**src/rtl/motor_cmd_spi_rx.sv**
```systemverilog
// rtl/motor_cmd_spi_rx.sv - SPI-slave motor command receiver with checksum and link watchdog
module motor_cmd_spi_rx #(
    parameter logic [15:0] TIMEOUT_CYCLES = 16'd50000,
    parameter logic [7:0]  CHK_SEED       = 8'hA5
) (
    input  logic       clk,
    input  logic       reset,
    input  logic       sck,
    input  logic       cs_n,
    input  logic       mosi,
    output logic       motor1_sign,
    output logic [6:0] motor1_count,
    output logic       motor2_sign,
    output logic [6:0] motor2_count,
    output logic       link_ok,
    output logic       frame_ok,
    output logic       frame_err
);

    typedef enum logic [1:0] {IDLE, SHIFT, CHECK} state_t;

    state_t      state, state_nx;
    logic [2:0]  sck_sync, cs_sync;
    logic [1:0]  mosi_sync;
    logic [23:0] shreg;
    logic [4:0]  bit_cnt;
    logic [15:0] wd_cnt;

    logic sck_rise, cs_rise, cs_fall, mosi_s;
    logic clear, shift_en, len_err, accept, chk_err, timeout_hit;

    // bit 0 = stage 1, bit 1 = stage 2, bit 2 = edge-detect delay
    assign sck_rise = sck_sync[1] & ~sck_sync[2];
    assign cs_rise  = cs_sync[1] & ~cs_sync[2];
    assign cs_fall  = ~cs_sync[1] & cs_sync[2];
    assign mosi_s   = mosi_sync[1];

    assign accept  = (state == CHECK) &&
                     (shreg[7:0] == (shreg[23:16] ^ shreg[15:8] ^ CHK_SEED));
    assign chk_err = (state == CHECK) && !accept;
    assign timeout_hit = (wd_cnt == TIMEOUT_CYCLES - 16'd1);

    always_ff @(posedge clk or negedge reset) begin
        if (!reset) begin
            sck_sync  <= '0;
            cs_sync   <= '0;
            mosi_sync <= '0;
            state     <= IDLE;
        end else begin
            sck_sync  <= {sck_sync[1:0], sck};
            cs_sync   <= {cs_sync[1:0], cs_n};
            mosi_sync <= {mosi_sync[0], mosi};
            state     <= state_nx;
        end
    end

    always_comb begin
        state_nx = state;
        clear    = 1'b0;
        shift_en = 1'b0;
        len_err  = 1'b0;
        case (state)
            IDLE: begin
                if (cs_fall) begin
                    state_nx = SHIFT;
                    clear    = 1'b1;
                end
            end
            SHIFT: begin
                if (cs_rise) begin
                    state_nx = (bit_cnt == 5'd24) ? CHECK : IDLE;
                    len_err  = (bit_cnt != 5'd24);
                end else if (sck_rise) begin
                    shift_en = 1'b1;
                end
            end
            CHECK: begin
                // back-to-back frame: a new select can start while the checksum is judged
                if (cs_fall) begin
                    state_nx = SHIFT;
                    clear    = 1'b1;
                end else begin
                    state_nx = IDLE;
                end
            end
            default: state_nx = IDLE;
        endcase
    end

    always_ff @(posedge clk or negedge reset) begin
        if (!reset) begin
            shreg   <= '0;
            bit_cnt <= '0;
        end else if (clear) begin
            shreg   <= '0;
            bit_cnt <= '0;
        end else if (shift_en) begin
            shreg   <= {shreg[22:0], mosi_s};
            bit_cnt <= (bit_cnt == 5'd25) ? 5'd25 : bit_cnt + 5'd1;
        end
    end

    // accept takes priority over a coincident timeout
    always_ff @(posedge clk or negedge reset) begin
        if (!reset) begin
            wd_cnt       <= '0;
            motor1_sign  <= 1'b0;
            motor1_count <= '0;
            motor2_sign  <= 1'b0;
            motor2_count <= '0;
            link_ok      <= 1'b0;
            frame_ok     <= 1'b0;
            frame_err    <= 1'b0;
        end else begin
            frame_ok  <= accept;
            frame_err <= len_err | chk_err;
            if (accept) begin
                wd_cnt       <= '0;
                motor1_sign  <= shreg[23];
                motor1_count <= shreg[22:16];
                motor2_sign  <= shreg[15];
                motor2_count <= shreg[14:8];
                link_ok      <= 1'b1;
            end else begin
                if (wd_cnt != TIMEOUT_CYCLES)
                    wd_cnt <= wd_cnt + 16'd1;
                if (timeout_hit) begin
                    motor1_sign  <= 1'b0;
                    motor1_count <= '0;
                    motor2_sign  <= 1'b0;
                    motor2_count <= '0;
                    link_ok      <= 1'b0;
                end
            end
        end
    end

endmodule

```
**config.mk**
```make
export PLATFORM = sky130hd
export DESIGN_NAME = motor_cmd_spi_rx
export DESIGN_NICKNAME = d
export VERILOG_FILES = /design/src/rtl/motor_cmd_spi_rx.sv
export SDC_FILE = /design/constraint.sdc
export NUM_CORES = 1
export LEC_CHECK = 0
export CAP_MARGIN = 40
export CORE_UTILIZATION = 52
export DETAILED_ROUTE_END_ITERATION = 10
export PLACE_DENSITY = 0.78
export SLEW_MARGIN = 0
export SYNTH_ARGS = -nofsm -noshare
export SYNTH_HDL_FRONTEND = slang
export SYNTH_SLANG_ARGS = --single-unit
```
**constraint.sdc**
```tcl
create_clock -name clk -period 2 [get_ports clk]
set_clock_uncertainty 0.2 [all_clocks]
set_input_delay 0.2 -clock clk [delete_from_list [all_inputs] [get_ports clk]]
set_output_delay 0.2 -clock clk [all_outputs]
set_load 0.02 [all_outputs]
```
==> flow_summary.ini <==
[die]
die-width_um = 82.74
die_h_um = 82.74
start_util_pct = 53.69
core_area_um2 = 6314
dieArea_um2 = 6845
io_pins = 24
placementRows = 29

[drt]
avgViaCountPerCell = 5.440
post_drt_wl_per_cell_um = 14.70
drtIter0Drc = 152
ant_nets = 0
dr.pass1.iters = 4
routed_wl_mm = 6.746
vias = 2497
drc_errors = 0

[pwr]
swShare_pct = 24.74
p_sw_mw = 0.6954
power.density_nw_per_um2 = 678.4
intPower_mw = 2.116
peakVddDrop_uv = 525.5
power_mw = 2.811
p_seq_share_pct = 55.7
total_leakage_power_nw = 1.823
power_frac_comb_pct = 6.2
p_clk_share_pct = 38.0

[yosys]
synth_cell_type_count = 40
synth_top_family_by_area = simple AND/OR/NAND/NOR gates
syn-cell-area_um2 = 3390
synth_nets = 336
synthSimpleGateAreaFrac_pct = 19.23
ys_ff_latch = 74
synth-compound-area-share_pct = 6.829
synth_ff_type = dfrtp_1
synth_adder_area_share_pct = 1.846
synthMuxAreaShare_pct = 5.316
yosysSeqAreaShare_pct = 54.63
syn_avg_cell_area_um2 = 10.40
synth-async-reset-ratio_pct = 100.0
yosys_warnings = 0
synth_edf_count = 0
synthCells = 326
synth_xor_area_share_pct = 7.789

[worst_setup_path]
cp_data_arrival_time_ns = 2.06
cp_cell_sequence = xnor3_1 > nand2_2 > nor4_4 > buf_6 > buf_8 > mux2i_2
r2r_setup_slack_ns = -0.005
max_stage_delay_ns = 0.41
r2r_end = motor1_count[3]
cp.required_ns = 2.06
cp_num_buf_inv = 2
cp_max_fo = 5
worst_setup_path_start_kind = register
path_delay_family = XOR/XNOR gates
reg2regPathDepth = 6
reg2reg_from = shreg[17]
cp_slowest_cell = xnor3_1
crit_path_end_kind = register
criticalPathCategory = reg -> reg

[sta]
setup_violations = 1
min_period_ns = 2.005
finalMaxSlewViolations = 0
fin_setup_tns_ns = -0.005043
worstMarginPinSlew_ns = 0.5237
setup_slack_ns = -0.005043
rsz0062_at_grt = true
relSlewSlack_pct = 64.59
hold_violations = 0
period_share_pct = 100.3
fmax_mhz = 498.7

[layout]
mostFrequentLayoutCells = 74 x nand2_1, 74 x dfrtp_1, 31 x o21ai_0, 23 x inv_1, 22 x clkdlybuf4s50_1
fin_cells = 459
drive_gt1_share_pct = 13.35
antenna_cells = 0
utilization_pct = 65.64
fin_nets = 387
area_delta_synth_final_pct = 22.26

[min_path]
hold_path_depth = 1
min_to = sck_sync[0]
min_from = sck
hold_path.class = in -> reg

[cts]
clockBufferDepth = 2
cts_root_buf = clkbuf_8
clk_latency_ns = 0.35
numCtsBuffers = 9
cts_sinks = 74
htreeDepth = 3
clk_pin_slew_ns = 0.08
cts_tree = built

[placement]
hpwl_mm = 4.388
placed_cells = 436
preCtsSetupSlack_ns = -0.06012
portBuffers = 23
gp_congestion = 0.8309

[outcome]
status = complete, but fails checks
violations = setup timing

[global_routing]
grt_pass1_wl_mm = 10.66
grt_use_total_pct = 21.48
grt_pass1_vias = 2336
grt_antenna_before_repair = 0
grt_overflow = 0
grt_max_degree = 75

[job]
max_cap_violations = 0
-- per-stage QoR --
| step | cell area (um2) | hold WS [ns] |
|---|---|---|
| global route | 4144 | 0.08580 |
| finish | 4144 | 0.08529 |
| floorplan | 3390 | -0.2956 |
| detailed placement | 3857 | 0.06655 |
| global placement | 3857 | 0.06113 |
| CTS | 4104 | 0.06984 |
-- worst max path at each step --
stage                          from         endpoint  slack (ns)  depth (start not counted)
final                     shreg[17]  motor1_count[3]      -0.005                          6
after global routing      shreg[17]  motor1_count[3]       -0.07                          6
after CTS                 shreg[16]  motor1_count[3]       0.001                          6
after detailed placement  shreg[16]  motor1_count[3]       -0.06                          5
after global placement    shreg[17]  motor1_count[3]        0.05                          5
after floorplan           shreg[16]  motor1_count[0]        0.02                          5
-- synth_stat cells, types with 5 or more instances --
master	count	area (um2)
or3_1	5	31.28
clkbuf_1	9	33.78
nor2_1	12	45.04
xor2_1	5	43.79
a21oi_1	8	40.04
mux2i_1	18	180.2
o21ai_0	31	155.2
inv_1	23	86.33
ha_1	5	62.56
nand4_1	8	50.05
dfrtp_1	74	1852
nand2_1	75	281.5
nand3_1	6	30.03
-- worst reg2reg max path, cell delays in order (launching register included) --
cell     delay (ns)
dfrtp_1        0.39
xnor3_1        0.41
nand2_2        0.09
nor4_4         0.30
buf_6          0.18
buf_8          0.13
mux2i_2        0.22
-- flip-flops by register name, summed over array words and instances (netlist names), 2 cells and up --
register	flops
sck_sync	3
state	2
shreg	24
motor2_count	7
bit_cnt	5
cs_sync	3
wd_cnt	16
motor1_count	7
mosi_sync	2
-- power groups by stage --
stage,combinational (mW),sequential (mW),clock (mW)
final,0.176,1.57,1.07
after global routing,0.201,1.57,1.15
after CTS,0.173,1.57,1.10
after detailed placement,0.169,1.60,0
after global placement,0.159,1.59,0
after floorplan,0.0915,1.59,0
-- area by class of cell --
cell class / instances / area (um2)
fill: 471 / 2170
sequential: 74 / 1852
multi-input combinational: 217 / 1401
timing repair buffer: 52 / 526.8
clock buffer: 12 / 155.1
tap: 77 / 96.34
inverter: 23 / 86.33
clock inverter: 4 / 26.28
-- logic make-up after synthesis --
family                     count (synthesis)
AOI/OAI and AO/OA                         44
muxes                                     18
adders and majority gates                  5
xor gates and xnor gates                  17
and+or+nand+nor                          133
DFF                                       74
buffers and inverters                     35
-- routing by layer --
layer / part of all wire, % / vias up / wire, um / global-route usage (%)
li1: - / 1198 / - / -
met1: 47 / 1230 / 3192 / 27.89
met2: 47 / 49 / 3147 / 33.93
met3: 3.2 / 20 / 214 / 4.286
met4: 2.8 / 0 / 191 / 11.38
met5: 0 / - / 0 / 0
-- what timing repair did --
item,4_1_cts,5_1_grt
pin swaps,1,0
setup buffers,1,3
endpoints found under the hold margin,74,0
resized for setup,3,6
setup endpoints to repair,6,27
gates cloned,2,0
hold buffers,1,0
No activity file was read; power rests on OpenSTA's default activity.
